`config.mk`:
```
export PLATFORM = sky130hd
export DESIGN_NAME = division_datapath_flat
export DESIGN_NICKNAME = d
export VERILOG_FILES = /design/src/rtl/division_datapath_if.sv /design/src/rtl/division_datapath.sv /design/src/flat_wrapper.sv
export SDC_FILE = /design/constraint.sdc
export NUM_CORES = 1
export LEC_CHECK = 0
export CAP_MARGIN = 20
export CORE_AREA = 4 4 83 66
export CTS_BUF_LIST = sky130_fd_sc_hd__clkbuf_16
export DETAILED_ROUTE_END_ITERATION = 8
export DIE_AREA = 0 0 87 70
export PLACE_DENSITY = 0.82
export RECOVER_POWER = 100
export SYNTH_ARGS = -nofsm -noshare
export SYNTH_HDL_FRONTEND = slang
export SYNTH_SLANG_ARGS = --single-unit
```
`constraint.sdc`:
```
create_clock -name clk -period 2.15 [get_ports clk]
set_input_delay 0.43 -clock clk [delete_from_list [all_inputs] [get_ports clk]]
set_output_delay 0.43 -clock clk [all_outputs]
set_load 0.02 [all_outputs]
```
`src/rtl/division_datapath_if.sv`:
```
// rtl/division_datapath_if.sv - strobe/status/result bundle between division control FSM and datapath (listo under DIVISION_DATAPATH_DONE_EN)
interface division_datapath_if #(
    parameter int WIDTH = 8
);
    // Operand capture
    logic             load;
    logic [WIDTH-1:0] dividendo;
    logic [WIDTH-1:0] divisor;

    // Control strobes from the FSM
    logic [1:0]       salida;
    logic             bajar;
    logic             igualar;

    // Status back to the FSM
    logic             mayor;
    logic             termino;

    // Results
    logic [WIDTH-1:0] cociente;
    logic [WIDTH-1:0] residuo;
    logic             div_cero;
`ifdef DIVISION_DATAPATH_DONE_EN
    logic             listo;
`endif

    // Control side: drives operands and strobes, observes status and results
    modport master (
`ifdef DIVISION_DATAPATH_DONE_EN
        input  listo,
`endif
        output load, dividendo, divisor, salida, bajar, igualar,
        input  mayor, termino, cociente, residuo, div_cero
    );

    // Datapath side
    modport slave (
`ifdef DIVISION_DATAPATH_DONE_EN
        output listo,
`endif
        input  load, dividendo, divisor, salida, bajar, igualar,
        output mayor, termino, cociente, residuo, div_cero
    );
endinterface

```
`src/rtl/division_datapath.sv`:
```
// rtl/division_datapath.sv - restoring long-division datapath; optional listo pulse under DIVISION_DATAPATH_DONE_EN
module division_datapath #(
    parameter int WIDTH = 8,
    parameter int CNT_W = 4
) (
    input  logic                  clk,
    input  logic                  rst,
    division_datapath_if.slave    dp
);

    localparam logic [1:0] SAL_ONE  = 2'b01;
    localparam logic [1:0] SAL_ZERO = 2'b10;

    // Dividend shift register: its MSB is the next bit brought down
    logic [WIDTH-1:0] d_q, d_d;
    // Divisor captured at load
    logic [WIDTH-1:0] v_q, v_d;
    // Partial remainder carries one extra bit so a shifted value up to 2*V-1 fits
    logic [WIDTH:0]   r_q, r_d;
    // Quotient shift register
    logic [WIDTH-1:0] q_q, q_d;
    // Remaining bring-down iterations
    logic [CNT_W-1:0] c_q, c_d;
    logic             div_cero_q, div_cero_d;

    logic             mayor_w;
    logic             termino_w;
    logic             shift_q_w;
    logic [WIDTH:0]   r_sub_w;

    assign mayor_w   = (r_q >= {1'b0, v_q});
    assign termino_w = (c_q == '0);
    assign shift_q_w = (dp.salida == SAL_ONE) || (dp.salida == SAL_ZERO);
    // Only ever used when mayor_w holds, so the difference never wraps
    assign r_sub_w   = r_q - {1'b0, v_q};

    // Next-state computation: load overrides everything, bajar beats igualar
    always_comb begin
        d_d        = d_q;
        v_d        = v_q;
        r_d        = r_q;
        q_d        = q_q;
        c_d        = c_q;
        div_cero_d = div_cero_q;

        if (dp.load) begin
            d_d        = dp.dividendo;
            v_d        = dp.divisor;
            r_d        = '0;
            q_d        = '0;
            c_d        = CNT_W'(WIDTH);
            div_cero_d = (dp.divisor == '0);
        end else begin
            if (dp.bajar) begin
                // A bring-down with the counter exhausted is a no-op, and it
                // still suppresses any igualar issued in the same cycle
                if (!termino_w) begin
                    r_d = {r_q[WIDTH-1:0], d_q[WIDTH-1]};
                    d_d = {d_q[WIDTH-2:0], 1'b0};
                    c_d = c_q - CNT_W'(1);
                end
            end else if (dp.igualar && mayor_w) begin
                r_d = r_sub_w;
            end

            if (dp.salida == SAL_ONE) begin
                q_d = {q_q[WIDTH-2:0], 1'b1};
            end else if (dp.salida == SAL_ZERO) begin
                q_d = {q_q[WIDTH-2:0], 1'b0};
            end
        end
    end

    // State registers with asynchronous clear
    always_ff @(posedge clk or posedge rst) begin
        if (rst) begin
            d_q        <= '0;
            v_q        <= '0;
            r_q        <= '0;
            q_q        <= '0;
            c_q        <= '0;
            div_cero_q <= 1'b0;
        end else begin
            d_q        <= d_d;
            v_q        <= v_d;
            r_q        <= r_d;
            q_q        <= q_d;
            c_q        <= c_d;
            div_cero_q <= div_cero_d;
        end
    end

`ifdef DIVISION_DATAPATH_DONE_EN
    logic listo_q, listo_d;

    // Final quotient bit is the one shifted in after the last bring-down
    always_comb begin
        listo_d = 1'b0;
        if (!dp.load && shift_q_w && termino_w) begin
            listo_d = 1'b1;
        end
    end

    // Done pulse register
    always_ff @(posedge clk or posedge rst) begin
        if (rst) begin
            listo_q <= 1'b0;
        end else begin
            listo_q <= listo_d;
        end
    end

    assign dp.listo = listo_q;
`else
    logic unused_w;
    assign unused_w = shift_q_w;
`endif

    assign dp.mayor    = mayor_w;
    assign dp.termino  = termino_w;
    assign dp.cociente = q_q;
    assign dp.residuo  = r_q[WIDTH-1:0];
    assign dp.div_cero = div_cero_q;

endmodule

```
`src/flat_wrapper.sv`:
```
// flat-port wrapper written by rule: the top's interface ports become plain ports
module division_datapath_flat 
#(
    parameter int WIDTH = 8,
    parameter int CNT_W = 4
)
  (clk, rst, dp_load, dp_dividendo, dp_divisor, dp_salida, dp_bajar, dp_igualar, dp_mayor, dp_termino, dp_cociente, dp_residuo, dp_div_cero);
  division_datapath_if #(.WIDTH(WIDTH)) dp_i ();
  input  logic clk;
  input  logic rst;
  input wire logic [$bits(dp_i.load)-1:0] dp_load;
  input wire logic [$bits(dp_i.dividendo)-1:0] dp_dividendo;
  input wire logic [$bits(dp_i.divisor)-1:0] dp_divisor;
  input wire logic [$bits(dp_i.salida)-1:0] dp_salida;
  input wire logic [$bits(dp_i.bajar)-1:0] dp_bajar;
  input wire logic [$bits(dp_i.igualar)-1:0] dp_igualar;
  output wire logic [$bits(dp_i.mayor)-1:0] dp_mayor;
  output wire logic [$bits(dp_i.termino)-1:0] dp_termino;
  output wire logic [$bits(dp_i.cociente)-1:0] dp_cociente;
  output wire logic [$bits(dp_i.residuo)-1:0] dp_residuo;
  output wire logic [$bits(dp_i.div_cero)-1:0] dp_div_cero;
  assign dp_i.load = dp_load;
  assign dp_i.dividendo = dp_dividendo;
  assign dp_i.divisor = dp_divisor;
  assign dp_i.salida = dp_salida;
  assign dp_i.bajar = dp_bajar;
  assign dp_i.igualar = dp_igualar;
  assign dp_mayor = dp_i.mayor;
  assign dp_termino = dp_i.termino;
  assign dp_cociente = dp_i.cociente;
  assign dp_residuo = dp_i.residuo;
  assign dp_div_cero = dp_i.div_cero;
  division_datapath #(.WIDTH(WIDTH), .CNT_W(CNT_W)) u_core (.clk(clk), .rst(rst), .dp(dp_i));
endmodule
```
---- Word level (Yosys, flattened, before mapping) ----
Index checks and enable logic that the tools add are counted.
W data, S select, Z words.
storage, ports and cells
  output and inout bits ................... 19
  flip-flop bits (word level) ............. 38
  word-level logic and storage cells ...... 34
  input bits .............................. 23
operators by class
  mux-type cells .......................... 13
  $lt $le $gt $ge ......................... 1
  reduce and logical (&&, ||, !) cells .... 8
  equality and inequality tests ........... 4
  $add $sub $neg .......................... 2
operators with widths
  operator               count
  $mux W8                6
  $mux W9                4
  $mux W4                3
  $ge A9 B8 Y1           1
  $sub A9 B8 Y9          1
  $logic_not A8 Y1       1
  $reduce_bool A3 Y1     2
  $logic_not A4 Y1       1
  $reduce_and A2 Y1      2
  $sub A4 B1 Y4 const B  1
  $ne A3 B3 Y1 const B   1
  $eq A2 B1 Y1 const B   1
  $eq A2 B2 Y1 const B   1
  $ne A2 B2 Y1 const B   1
  $reduce_bool A2 Y1     1
  $logic_and A1 B1 Y1    1

---- Logic depth before layout (Yosys ltp) ----
Gate-level depths: netlist (run 1).
  depth in word-level cells ............... 5
  depth in mapped cells ................... 10
  depth with buffers taken out ............ 9

---- Worst setup path before layout (run 1) ----
Ideal clock, no wire load.
  path kind ............................... register to output
  start point ............................. register u_core.r_q[1]
  end point ............................... output port dp_mayor
  setup slack ............................. 80 ps
  data arrival time ....................... 1640 ps
  required time ........................... 1720 ps
  cell stages (with the launch flop) ...... 6
  path buffers ............................ 0
  cell sequence ........................... dfrtp_1 ha_1 nor2b_2 o2111ai_1 and3b_4 o21ai_0
on the way
  cells in the longest elaborated chain, start to end .. 1
RTL lines
  element                 RTL line                 text
  from (decl)             division_datapath.sv:19  logic [WIDTH:0] r_q, r_d;
  from (signal assigned)  division_datapath.sv:86  r_q <= r_d;
  $ge A9 B8 Y1            division_datapath.sv:31  assign mayor_w = (r_q >= {1'b0, v_q});
  to (decl)               flat_wrapper.sv:17       output wire logic [$bits(dp_i.mayor)-1:0] dp_mayor;
No other way between the ends.

---- Worst setup path in the final report (run 1) ----
Ends and elaborated chain as after synthesis.

==> results.txt, run 1 <==
----------------------------------------------------
[Clock network]
  Total of hold buffers inserted after clock tree synthesis ... 0
  CTS clk-pin slew, worst paths ... 0.06 ns
  Number of H-tree levels ... 2
  TritonCTS clock tree ... built
  CTS Buffer Depth ... 2
  # clock sinks ... 38
  CTS buffer count ... 5
  Worst skew pair latency ... 0.29 ns
  Root buf cell ... clkbuf_16

[Worst setup path]
  Buf+Inv Stages, Crit Path ... 1
  Category of cells accounting for the largest share of critical-path delay ... flip-flops
  Critical path data required time ... roughly 1.7 ns
  Delay of the slowest cell on the worst path ... between 0.4 and 0.5 ns
  Worst Setup Start Kind ... flip-flop
  Critical path launch point ... u_core.r_q[1]$_DFFE_PP0P_
  Critical path arrival ... around 1.8 ns
  Register-to-Register Path Depth ... 9
  Worst-path maximum fanout ... 2
  Worst reg2reg startpoint ... u_core.r_q[1]$_DFFE_PP0P_
  Critical R2R Capture ... u_core.r_q[3]$_DFFE_PP0P_
  Critical Path End ... dp_mayor
  Reg2Reg Setup Slack ... -0.04 ns
  Sort of element at the end of the critical path ... output port
  Setup CP Type ... flip-flop to output port
  Total number of cells along the worst setup path ... 6
  Slowest cell on crit path ... dfrtp_1
  Sequence of cells on the critical path ... ha_4 -> nor2b_4 -> o2111ai_2 -> and3b_4 -> o21ai_2 -> buf_6

[Placement]
  Hpwl dp ... a little over 4000 µm
  Total placed cells including tap cells ... approximately 370
  Worst slack after detailed placement ... -0.302 ns
  PortBufs ... just over 40
  Routability Congestion ... approximately 0.88

[Global route]
  Number of antenna violations at the first check in global routing ... 0
  Vias in the first global route ... 1966
  Leftover overflow at the end of global routing ... 0
  Pin count of the biggest net entering global routing ... between 40 and 50
  GRT Total Usage ... 0.195
  First-pass GRT wire length ... approximately 9000 µm

[Final layout]
  Number of nets at the end of the flow ... 360
  Most frequent cells in the layout ... 42 x buf_4, 40 x nand2_1, 38 x dfrtp_1
  N_diodes ... 0
  Layout cell share with drive strength beyond 1 ... 0.257
  Sequential cell area ... about 950 µm²
  Area growth from synthesis to layout ... 45.9%
  Area of the multi-input gates ... between 1000 and 1500 µm²
  Number of fill cells ... about 350
  Layout Utilization ... 0.699
  Final instance count without filler cells ... approximately 390
  Most common cell after layout, fill and taps aside ... buf_4

[Timing]
  Headroom to the max-slew limit ... 0.359
  Period Utilization, post-route ... 1.02
  Top achievable clock speed ... between 400 and 500 MHz
  Final setup fails ... 3
  Setup repair after global routing missed its margin ... true
  Final critical delay including setup and external delays ... between 2 and 2.5 ns
  Aggregate negative setup slack ... -0.0851 ns
  Final Max Slew Viols ... 0
  Final setup skew ... ~0.0063 ns
  Worst setup slack after layout ... -0.0451 ns
  Total count of hold-check failures in the final report ... 0
  Measured slew at the worst slew-check pin ... between 0.9 and 1 ns

[Floorplanning]
  Total number of placement rows ... 22
  Core Footprint ... 4710 µm²
  Starting density of the core ... 0.479
  X dimension of the die ... just under 90 µm
  Total I/O pin count ... 42
  Area of the die ... between 6000 and 7000 µm²
  Die height ... around 70 µm

[Synth]
  Number of enable-type register cells in the synthesized netlist ... 0
  Total of flip-flops plus latches after synthesis ... 38
  Netlist Area Pre-Place ... 2260 µm²
  Number of instances in the synthesized netlist ... around 250
  Number of distinct standard cells referenced by the synthesized netlist ... 42
  Predominant post-synthesis flop cell ... dfrtp_1
  Sequential share of the synthesized area ... 0.422
  Synthesized area per cell ... between 9 and 10 µm²
  FFs w/ async S/R, synth ... 1.00
  Total number of yosys warnings ... 0
  Nets in the synthesized netlist ... 283

[Drt]
  DRT antenna net count ... 0
  Aggregate routed wire length ... 5880 µm
  DR DRC count ... 0
  Total via count after detailed routing ... around 2100
  Routed len/inst ... 15.2 µm
  First-pass DRT Iterations ... 4
  Per-cell via count in the routed design ... 5.40
  Starting DRT DRC Count ... 144

[Power]
  Internal power ... just over 0.002 W
  Tot Pwr ... 0.00322 W
  Share of total power in the clock network ... 0.225
  Gate power share ... 0.491
  Leakage power summed over all cells ... about 1.5 nW
  PwrDens ... around 980 nW/µm²
  Worst voltage drop across the vdd grid ... between 0.8 and 0.9 mV
  Net Sw Frac ... 0.354
  Sw Pwr ... ~0.0011 W
  Sequential share of power ... 0.285

[Hold path]
  Worst hold-check path type ... flip-flop to flip-flop
  Hold Crit Depth ... 2

[Outcome]
  Result of the run ... complete, but fails checks
  Violated checks ... negative setup slack

[Flow run]
  Number of max-cap violations ... 0

----------------------------------------------------
==> worst reg2reg max path, stage by stage (launching register included) <==
cell and delay (ns):
dfrtp_1 0.41, ha_4 0.28, nor2b_4 0.14, o2111ai_2 0.14, and3b_4 0.23, buf_4 0.15, o211ai_4 0.32, buf_4 0.18
nor2_1 0.03, a31o_2 0.20
==> state kept, by name (all words and copies together) (netlist names) <==
name,flops
u_core.v_q,8
u_core.dp.div_cero,1
u_core.d_q,8
u_core.r_q,9
u_core.dp.cociente,8
u_core.c_q,4
==> synthesized netlist by cell type, types with 2 or more instances <==
| cell type | number | area (µm²) |
|---|---|---|
| nand2_1 | 40 | 150 |
| nor4_1 | 4 | 25.0 |
| ha_1 | 10 | 125 |
| mux2i_1 | 10 | 100 |
| nand4_1 | 3 | 18.8 |
| buf_4 | 9 | 67.6 |
| o22ai_1 | 2 | 12.5 |
| xor2_1 | 4 | 35.0 |
| xnor2_1 | 5 | 43.8 |
| nor2_1 | 13 | 48.8 |
| nor2b_1 | 6 | 37.5 |
| a211oi_1 | 2 | 15.0 |
| mux2_2 | 2 | 22.5 |
| a21oi_1 | 12 | 60.1 |
| dfrtp_1 | 38 | 951 |
| o21ai_1 | 2 | 10.0 |
| clkbuf_1 | 5 | 18.8 |
| nor4b_1 | 2 | 17.5 |
| a31oi_1 | 3 | 18.8 |
| o21a_1 | 2 | 15.0 |
| buf_6 | 2 | 22.5 |
| nand2b_1 | 2 | 12.5 |
| inv_1 | 19 | 71.3 |
| buf_1 | 3 | 11.3 |
| nor3_1 | 4 | 20.0 |
| a31o_2 | 2 | 17.5 |
| o21ai_0 | 24 | 120 |
| nand3_1 | 5 | 25.0 |
==> layer usage <==
| metal | track usage | vias to the layer above | routed length, µm | share of wire |
|---|---|---|---|---|
| met5 | 0 | - | 0 | 0 |
| met4 | 0.0381 | 0 | 74 | 0.013 |
| met3 | 0.0531 | 9 | 599 | 0.10 |
| met2 | 0.307 | 92 | 2700 | 0.46 |
| met1 | 0.269 | 993 | 2510 | 0.43 |
| li1 | - | 996 | - | - |
==> stage by stage <==
stage / cell area (µm²) / hold slack, ns
floorplan: 2260 / 0.485
global placement: 2950 / 0.497
detailed placement: 2950 / 0.518
CTS: 3150 / 0.530
global route: 3290 / 0.565
finish: 3290 / 0.529
==> power by group through the flow <==
stage / Clock [W] / Sequential [W] / Combinational [W]
6_report: 0.000723 / 0.000916 / 0.00158
5_1_grt: 0.000770 / 0.000929 / 0.00172
4_1_cts: 0.000725 / 0.000897 / 0.00144
3_5_place_dp: 0 / 0.000904 / 0.00136
3_3_place_gp: 0 / 0.000896 / 0.00131
2_1_floorplan: 0 / 0.000901 / 0.000829
==> cell type report <==
class	instances	area share
well taps	60	0.0228
clock buffers	5	0.0380
clock inverters	3	0.00494
inverters	19	0.0217
multi-input cells	172	0.381
flip-flops and latches	38	0.289
repair buffers	90	0.243
==> repair_timing <==
action,CTS,global route
hold endpoints to repair,0,0
gates resized for setup,15,22
setup buffers,4,2
pin swaps,3,10
setup endpoints to repair,6,9
gates cloned,0,0
==> how the worst min path moves through the flow <==
stage / from / end / slack [ns]
3_3_place_gp: u_core.v_q[0]$_DFFE_PP0P_ / u_core.v_q[0]$_DFFE_PP0P_ / 0.50
3_5_place_dp: u_core.v_q[0]$_DFFE_PP0P_ / u_core.v_q[0]$_DFFE_PP0P_ / 0.52
2_1_floorplan: u_core.v_q[0]$_DFFE_PP0P_ / u_core.v_q[0]$_DFFE_PP0P_ / 0.48
6_report: u_core.dp.div_cero$_DFFE_PP0P_ / u_core.dp.div_cero$_DFFE_PP0P_ / 0.53
4_1_cts: u_core.dp.div_cero$_DFFE_PP0P_ / u_core.dp.div_cero$_DFFE_PP0P_ / 0.53
5_1_grt: u_core.dp.cociente[7]$_DFFE_PP0P_ / u_core.dp.cociente[7]$_DFFE_PP0P_ / 0.57
==> logic make-up (layout without fill, tap and decap cells) <==
group | count (synthesis) | in the layout | share of synthesized area
mux | 12 | 12 | 0.0544
buf+inv | 39 | 117 | 0.0871
compound gates | 55 | 55 | 0.156
simple gates | 85 | 85 | 0.182
xor+xnor | 9 | 9 | 0.0349
fa+ha+maj | 11 | 11 | 0.0643
flops | 38 | 38 | 0.422
(Power assumes the default switching activity.)
==> run 2: changes to the inputs <==
--- a/config.mk
+++ b/config.mk
@@ -6,10 +6,11 @@
 export NUM_CORES = 1
 export LEC_CHECK = 0
 export CAP_MARGIN = 20
-export CORE_AREA = 4 4 83 66
+export CORE_AREA = 2 2 81 64
 export CTS_BUF_LIST = sky130_fd_sc_hd__clkbuf_16
 export DETAILED_ROUTE_END_ITERATION = 8
-export DIE_AREA = 0 0 87 70
+export DIE_AREA = 0 0 83 66
+export MAX_ROUTING_LAYER = met4
 export PLACE_DENSITY = 0.82
 export RECOVER_POWER = 100
 export SYNTH_ARGS = -nofsm -noshare
==> results.txt, run 2 (synthesized netlist as in run 1, its figures left out) <==
----------------------------------------------------
[Timing]
  Measured slew at the worst slew-check pin ... 0.948 ns (-0.0132 ns)
  Total count of hold-check failures in the final report ... 0 (unchanged)
  Period Utilization, post-route ... 1.02 (+0.00392)
  Final Max Slew Viols ... 0 (unchanged)
  Final setup skew ... 0.00749 ns (+0.00114 ns)
  Top achievable clock speed ... 454 MHz (-0.38%)
  Aggregate negative setup slack ... -0.0957 ns (-0.0106 ns)
  Final critical delay including setup and external delays ... 2.20 ns (+0.00842 ns)
  Worst setup slack after layout ... -0.0535 ns (-0.00842 ns)
  Headroom to the max-slew limit ... 0.368 (+0.00877)
  Setup repair after global routing missed its margin ... true
  Final setup fails ... 3 (unchanged)

[Global route]
  GRT Total Usage ... 0.216 (+0.0205)
  GR Layer Usage met3 ... 0.0400 (-0.0131)
  GRT busiest layer ... met2
  GRT met1 Usage ... 0.279 (+0.0102)
  Leftover overflow at the end of global routing ... 0 (unchanged)
  Vias in the first global route ... 1890 (-3.9%)
  Number of antenna violations at the first check in global routing ... 0 (unchanged)
  First-pass GRT wire length ... 8980 µm (-2.8%)
  Met2 Track Usage GR ... 0.350 (+0.0431)
  Pin count of the biggest net entering global routing ... 39 (-11%)

[Final layout]
  Most frequent cells in the layout ... 44 x buf_4, 39 x nand2_1, 38 x dfrtp_1
  Layout cell share with drive strength beyond 1 ... 0.284 (+0.0275)
  Final design instance area without fill ... 3280 µm² (-0.27%)
  Area growth from synthesis to layout ... 45.5%
  Most common cell after layout, fill and taps aside ... buf_4
  Register with the highest flop count ... u_core.r_q
  Number of fill cells ... 363 (+3.1%)
  Number of flip-flops under the largest register name ... 9 (unchanged)
  N_diodes ... 0 (unchanged)
  Layout Utilization ... 0.698 (-0.00186)
  Number of nets at the end of the flow ... 360 (unchanged)

[Clock network]
  CTS buffer count ... 5 (unchanged)
  TritonCTS clock tree ... built
  Root buf cell ... clkbuf_16
  Number of H-tree levels ... 2 (unchanged)
  # clock sinks ... 38 (unchanged)
  CTS clk-pin slew, worst paths ... 0.05 ns (about the same)
  Worst skew pair latency ... 0.28 ns (about the same)
  CTS Buffer Depth ... 2 (unchanged)

[Floorplanning]
  Starting density of the core ... 0.479 (unchanged)
  Core Footprint ... 4710 µm² (unchanged)
  X dimension of the die ... 83 µm (-4.6%)
  Total number of placement rows ... 22 (unchanged)
  Die height ... 66 µm (-5.7%)
  Total I/O pin count ... 42 (unchanged)
  Area of the die ... 5480 µm² (-10%)

[Worst setup path]
  Critical path data required time ... 2.35 ns (+0.63 ns)
  Register-to-Register Path Depth ... 11 (+2)
  Critical Path End ... u_core.r_q[1]$_DFFE_PP0P_
  Worst-path maximum fanout ... 7 (+5)
  Critical path arrival ... 2.40 ns (+0.63 ns)
  Worst Setup Start Kind ... flip-flop
  Sort of element at the end of the critical path ... flip-flop
  Reg2Reg Setup Slack ... -0.05 ns (about the same)
  Critical path launch point ... u_core.v_q[1]$_DFFE_PP0P_
  Critical R2R Capture ... u_core.r_q[1]$_DFFE_PP0P_
  Worst reg2reg startpoint ... u_core.v_q[1]$_DFFE_PP0P_
  Setup CP Type ... flip-flop to flip-flop

[Power]
  Gate power share ... 0.498 (+0.007)
  Leakage power summed over all cells ... 1.50 nW (about the same)
  Sw Pwr ... 0.00117 W (+2.5%)
  Share of total power in the clock network ... 0.218 (-0.007)
  Internal power ... 0.00208 W (-0.16%)
  Worst voltage drop across the vdd grid ... 0.611 mV (-31%)
  Tot Pwr ... 0.00325 W (+0.79%)
  Net Sw Frac ... 0.360 (+0.00609)
  PwrDens ... 989 nW/µm² (+1.1%)
  Sequential share of power ... 0.284 (about the same)

[Drt]
  DR DRC count ... 0 (unchanged)
  Starting DRT DRC Count ... 136 (-5.6%)
  Routed len/inst ... 15.8 µm (+3.7%)
  Total via count after detailed routing ... 2096 (+0.29%)
  DRT antenna net count ... 0 (unchanged)
  Per-cell via count in the routed design ... 5.42 (+0.29%)
  First-pass DRT Iterations ... 4 (unchanged)
  Aggregate routed wire length ... 6100 µm (+3.7%)

[Hold path]
  Worst hold-check path type ... flip-flop to flip-flop

[Outcome]
  Violated checks ... negative setup slack
  Result of the run ... complete, but fails checks

[Placement]
  Post-detailed-placement cell area ... 2930 µm² (-0.68%)
  Worst slack after detailed placement ... -0.333 ns (-0.0314 ns)
  PortBufs ... 41 (unchanged)
  Routability Congestion ... 0.909 (+3.4%)
  Hpwl dp ... 3860 µm (-6.0%)

[Flow run]
  Number of max-cap violations ... 0 (unchanged)

----------------------------------------------------
==> run 2: cell count changes in the layout (fill, tap and decap cells not counted), moves of 2 or more <==
| cell | change |
|---|---|
| buf_4 | +2 |
| clkbuf_2 | +2 |
| buf_6 | -3 |
| inv_2 | +5 |
| inv_1 | -5 |
==> run 2: worst min-delay path by stage <==
stage                                   start                         to  cells past startpoint
global route        u_core.v_q[0]$_DFFE_PP0P_  u_core.v_q[0]$_DFFE_PP0P_                      1
CTS                 u_core.v_q[0]$_DFFE_PP0P_  u_core.v_q[0]$_DFFE_PP0P_                      1
global placement    u_core.v_q[0]$_DFFE_PP0P_  u_core.v_q[0]$_DFFE_PP0P_                      1
finish              u_core.v_q[0]$_DFFE_PP0P_  u_core.v_q[0]$_DFFE_PP0P_                      1
detailed placement  u_core.v_q[0]$_DFFE_PP0P_  u_core.v_q[0]$_DFFE_PP0P_                      1
floorplan           u_core.v_q[0]$_DFFE_PP0P_  u_core.v_q[0]$_DFFE_PP0P_                      1
==> run 2: repair_timing <==
item | 4_1_cts | 5_1_grt
gates resized for setup | 17 | 24
setup endpoints to repair | 7 | 8
pin swaps | 4 | 9
setup buffers | 2 | 5
hold buffers | 0 | 0
==> run 2: power groups by stage <==
stage                     Sequential, W  Combinational (W)  Clock, W
final                          0.000920            0.00162  0.000708
after global routing           0.000932            0.00172  0.000757
after CTS                      0.000899            0.00142  0.000720
after detailed placement       0.000904            0.00133         0
after global placement         0.000895            0.00130         0
after floorplan                0.000901           0.000829         0
==> run 2: critical path, cell delays in order, from the launching register on <==
cell and delay, ns:
dfrtp_1 0.37, inv_2 0.07, ha_4 0.27, nor2b_4 0.15, o2111ai_2 0.13, and3b_4 0.24, buf_4 0.16, o211ai_4 0.25
buf_4 0.22, buf_4 0.12, nand3_1 0.07, o21ai_1 0.09
==> run 2: cell type report <==
type / count / area [µm²] / share of cell area
well taps: 60 / 75.1 / 0.0229
multi-input cells: 172 / 1270 / 0.388
clock buffers: 5 / 125 / 0.0381
repair buffers: 90 / 771 / 0.235
flip-flops and latches: 38 / 951 / 0.290
inverters: 19 / 71.3 / 0.0217
clock inverters: 3 / 16.3 / 0.00495
==> run 2: through the flow <==
| stage | hold WS [ns] | std cells |
|---|---|---|
| after floorplan | 0.485 | 249 |
| after global placement | 0.496 | 372 |
| after global routing | 0.545 | 387 |
| final | 0.521 | 387 |
| after CTS | 0.520 | 382 |
| after detailed placement | 0.508 | 372 |
==> run 2: layer usage <==
layer  part of all wire  vias to the layer above  routed length (µm)
met5                  0                        -                   0
li1                   -                     1000                   -
met3              0.064                       12                 389
met2               0.48                       77                2920
met4              0.016                        0                  99
met1               0.44                     1007                2690
==> run 3: changes to the inputs <==
--- a/config.mk
+++ b/config.mk
@@ -5,11 +5,12 @@
 export SDC_FILE = /design/constraint.sdc
 export NUM_CORES = 1
 export LEC_CHECK = 0
-export CAP_MARGIN = 20
+export CAP_MARGIN = 5
 export CORE_AREA = 2 2 81 64
 export CTS_BUF_LIST = sky130_fd_sc_hd__clkbuf_16
 export DETAILED_ROUTE_END_ITERATION = 8
 export DIE_AREA = 0 0 83 66
+export GPL_ROUTABILITY_DRIVEN = 0
 export MAX_ROUTING_LAYER = met4
 export PLACE_DENSITY = 0.82
 export RECOVER_POWER = 100
==> results.txt, run 3 (synthesized netlist as in run 1, its figures left out) <==
----------------------------------------------------
[Global route]
  Leftover overflow at the end of global routing ... 0 (unchanged)
  Vias in the first global route ... 1964 (+3.9%)
  First-pass GRT wire length ... 9290 µm (+3.5%)
  Pin count of the biggest net entering global routing ... 39 (unchanged)
  Number of antenna violations at the first check in global routing ... 0 (unchanged)
  GRT Total Usage ... 0.223 (+0.00693)

[Floorplanning]
  Total number of placement rows ... 22 (unchanged)
  Die height ... 66 µm (unchanged)
  X dimension of the die ... 83 µm (unchanged)
  Area of the die ... 5480 µm² (unchanged)
  Starting density of the core ... 0.479 (unchanged)
  Total I/O pin count ... 42 (unchanged)
  Core Footprint ... 4710 µm² (unchanged)

[Hold path]
  Worst hold-check path type ... flip-flop to flip-flop

[Timing]
  Top achievable clock speed ... 456 MHz (+0.42%)
  Final Max Slew Viols ... 0 (unchanged)
  Worst setup slack after layout ... -0.0443 ns (+0.00920 ns)
  Total count of hold-check failures in the final report ... 0 (unchanged)
  Final critical delay including setup and external delays ... 2.19 ns (-0.00920 ns)
  Aggregate negative setup slack ... -0.0443 ns (+0.0513 ns)
  Measured slew at the worst slew-check pin ... 0.937 ns (-0.0111 ns)
  Final setup skew ... 0.00776 ns (+0.000269 ns)
  Final setup fails ... 1 (-2)
  Period Utilization, post-route ... 1.02 (-0.00428)
  Headroom to the max-slew limit ... 0.375 (+0.00741)
  Setup repair after global routing missed its margin ... true

[Worst setup path]
  Worst reg2reg startpoint ... u_core.r_q[1]$_DFFE_PP0P_
  Critical R2R Capture ... u_core.r_q[3]$_DFFE_PP0P_
  Critical path data required time ... 1.72 ns (-0.63 ns)
  Category of cells accounting for the largest share of critical-path delay ... flip-flops
  Critical Path End ... dp_mayor
  Worst-path maximum fanout ... 4 (-3)
  Setup CP Type ... flip-flop to output port
  Delay of the slowest cell on the worst path ... 0.41 ns (+0.04 ns)
  Slowest cell on crit path ... dfrtp_1
  Sort of element at the end of the critical path ... output port
  Critical path launch point ... u_core.r_q[6]$_DFFE_PP0P_
  Reg2Reg Setup Slack ... 0.01 ns (+0.06 ns)
  Buf+Inv Stages, Crit Path ... 1 (-3)
  Register-to-Register Path Depth ... 9 (-2)
  Worst Setup Start Kind ... flip-flop
  Critical path arrival ... 1.76 ns (-0.64 ns)
  Total number of cells along the worst setup path ... 6 (-5)
  Sequence of cells on the critical path ... ha_4 -> a21oi_2 -> nor2b_1 -> nor4_4 -> o21ai_2 -> buf_4

[Clock network]
  Total of hold buffers inserted after clock tree synthesis ... 0 (unchanged)
  Root buf cell ... clkbuf_16
  CTS buffer count ... 5 (unchanged)
  TritonCTS clock tree ... built
  # clock sinks ... 38 (unchanged)
  CTS clk-pin slew, worst paths ... 0.06 ns (about the same)
  Worst skew pair latency ... 0.29 ns (about the same)
  CTS Buffer Depth ... 2 (unchanged)
  Number of H-tree levels ... 2 (unchanged)

[Power]
  PwrDens ... 995 nW/µm² (+0.63%)
  Net Sw Frac ... 0.365 (+0.00431)
  Leakage power summed over all cells ... 1.47 nW (-2.2%)
  Worst voltage drop across the vdd grid ... 0.796 mV (+30%)
  Sequential share of power ... 0.286 (+0.002)
  Internal power ... 0.00205 W (-1.4%)
  Gate power share ... 0.490 (-0.008)
  Share of total power in the clock network ... 0.224 (+0.006)
  Sw Pwr ... 0.00118 W (+0.47%)

[Final layout]
  Number of flip-flops under the largest register name ... 9 (unchanged)
  Number of fill cells ... 369 (+1.7%)
  Area growth from synthesis to layout ... 43.6%
  Most common cell after layout, fill and taps aside ... buf_4
  Layout cell share with drive strength beyond 1 ... 0.265 (-0.0198)
  N_diodes ... 0 (unchanged)
  Most frequent cells in the layout ... 41 x buf_4, 39 x nand2_1, 38 x dfrtp_1
  Number of nets at the end of the flow ... 358 (-0.56%)
  Register with the highest flop count ... u_core.r_q

[Drt]
  Routed len/inst ... 16.0 µm (+1.8%)
  DR DRC count ... 0 (unchanged)
  Starting DRT DRC Count ... 158 (+16%)
  DRT antenna net count ... 0 (unchanged)
  Total via count after detailed routing ... 2078 (-0.86%)
  First-pass DRT Iterations ... 4 (unchanged)
  Per-cell via count in the routed design ... 5.40 (-0.34%)
  Aggregate routed wire length ... 6180 µm (+1.2%)

[Outcome]
  Violated checks ... negative setup slack
  Result of the run ... complete, but fails checks

[Placement]
  Hpwl dp ... 4120 µm (+6.6%)
  Worst slack after detailed placement ... -0.262 ns (+0.0711 ns)
  PortBufs ... 41 (unchanged)

[Flow run]
  Number of max-cap violations ... 0 (unchanged)

----------------------------------------------------
## run 3: cell types whose count changed in the layout (fill, tap and decap cells not counted), sizes merged
cell    change
clkbuf      +1
buf         -3
## run 3: area by class of cell
| cell class | count | area (µm²) | share of cell area |
|---|---|---|---|
| multi-input combinational | 172 | 1250 | 0.385 |
| sequential | 38 | 951 | 0.294 |
| timing repair buffer | 88 | 752 | 0.232 |
| clock buffer | 5 | 125 | 0.0386 |
| tap | 60 | 75.1 | 0.0232 |
| inverter | 19 | 71.3 | 0.0220 |
| clock inverter | 3 | 16.3 | 0.00502 |
## run 3: how the worst min path moves through the flow
| stage | start | end | slack [ns] | cells after the start |
|---|---|---|---|---|
| floorplan | u_core.v_q[0]$_DFFE_PP0P_ | u_core.v_q[0]$_DFFE_PP0P_ | 0.48 | 1 |
| global placement | u_core.v_q[0]$_DFFE_PP0P_ | u_core.v_q[0]$_DFFE_PP0P_ | 0.50 | 1 |
| detailed placement | u_core.v_q[0]$_DFFE_PP0P_ | u_core.v_q[0]$_DFFE_PP0P_ | 0.50 | 1 |
| CTS | u_core.v_q[0]$_DFFE_PP0P_ | u_core.v_q[0]$_DFFE_PP0P_ | 0.52 | 1 |
| global route | u_core.v_q[0]$_DFFE_PP0P_ | u_core.v_q[0]$_DFFE_PP0P_ | 0.55 | 1 |
| finish | u_core.v_q[0]$_DFFE_PP0P_ | u_core.v_q[0]$_DFFE_PP0P_ | 0.53 | 1 |
## run 3: power by group through the flow
stage	combinational [W]	clock (W)	sequential (W)
finish	0.00158	0.000720	0.000922
global route	0.00170	0.000765	0.000932
CTS	0.00142	0.000720	0.000897
detailed placement	0.00135	0	0.000904
global placement	0.00130	0	0.000894
floorplan	0.000829	0	0.000901
## run 3: routing by layer
metal	track usage	vias to the layer above	share of wire
met2	0.368	80	0.49
li1	-	993	-
met5	-	-	0
met3	0.0437	15	0.072
met1	0.281	990	0.42
met4	0.0697	0	0.018
## run 3: repair_timing
item,in CTS,in global routing
buffers inserted,2,3
pin swaps,3,7
cloned,0,0
resized for setup,15,20
endpoints found under the setup margin,6,7
## run 3: stage by stage
stage	cell area [µm²]	total power, W	instances	hold slack [ns]	utilization
5_1_grt	3240	0.00339	385	0.549	0.688
3_3_place_gp	2930	0.00220	372	0.496	0.623
4_1_cts	3120	0.00304	382	0.517	0.662
6_report	3240	0.00322	385	0.528	0.688
2_1_floorplan	2260	0.00173	249	0.485	-
3_5_place_dp	2930	0.00225	372	0.504	0.623
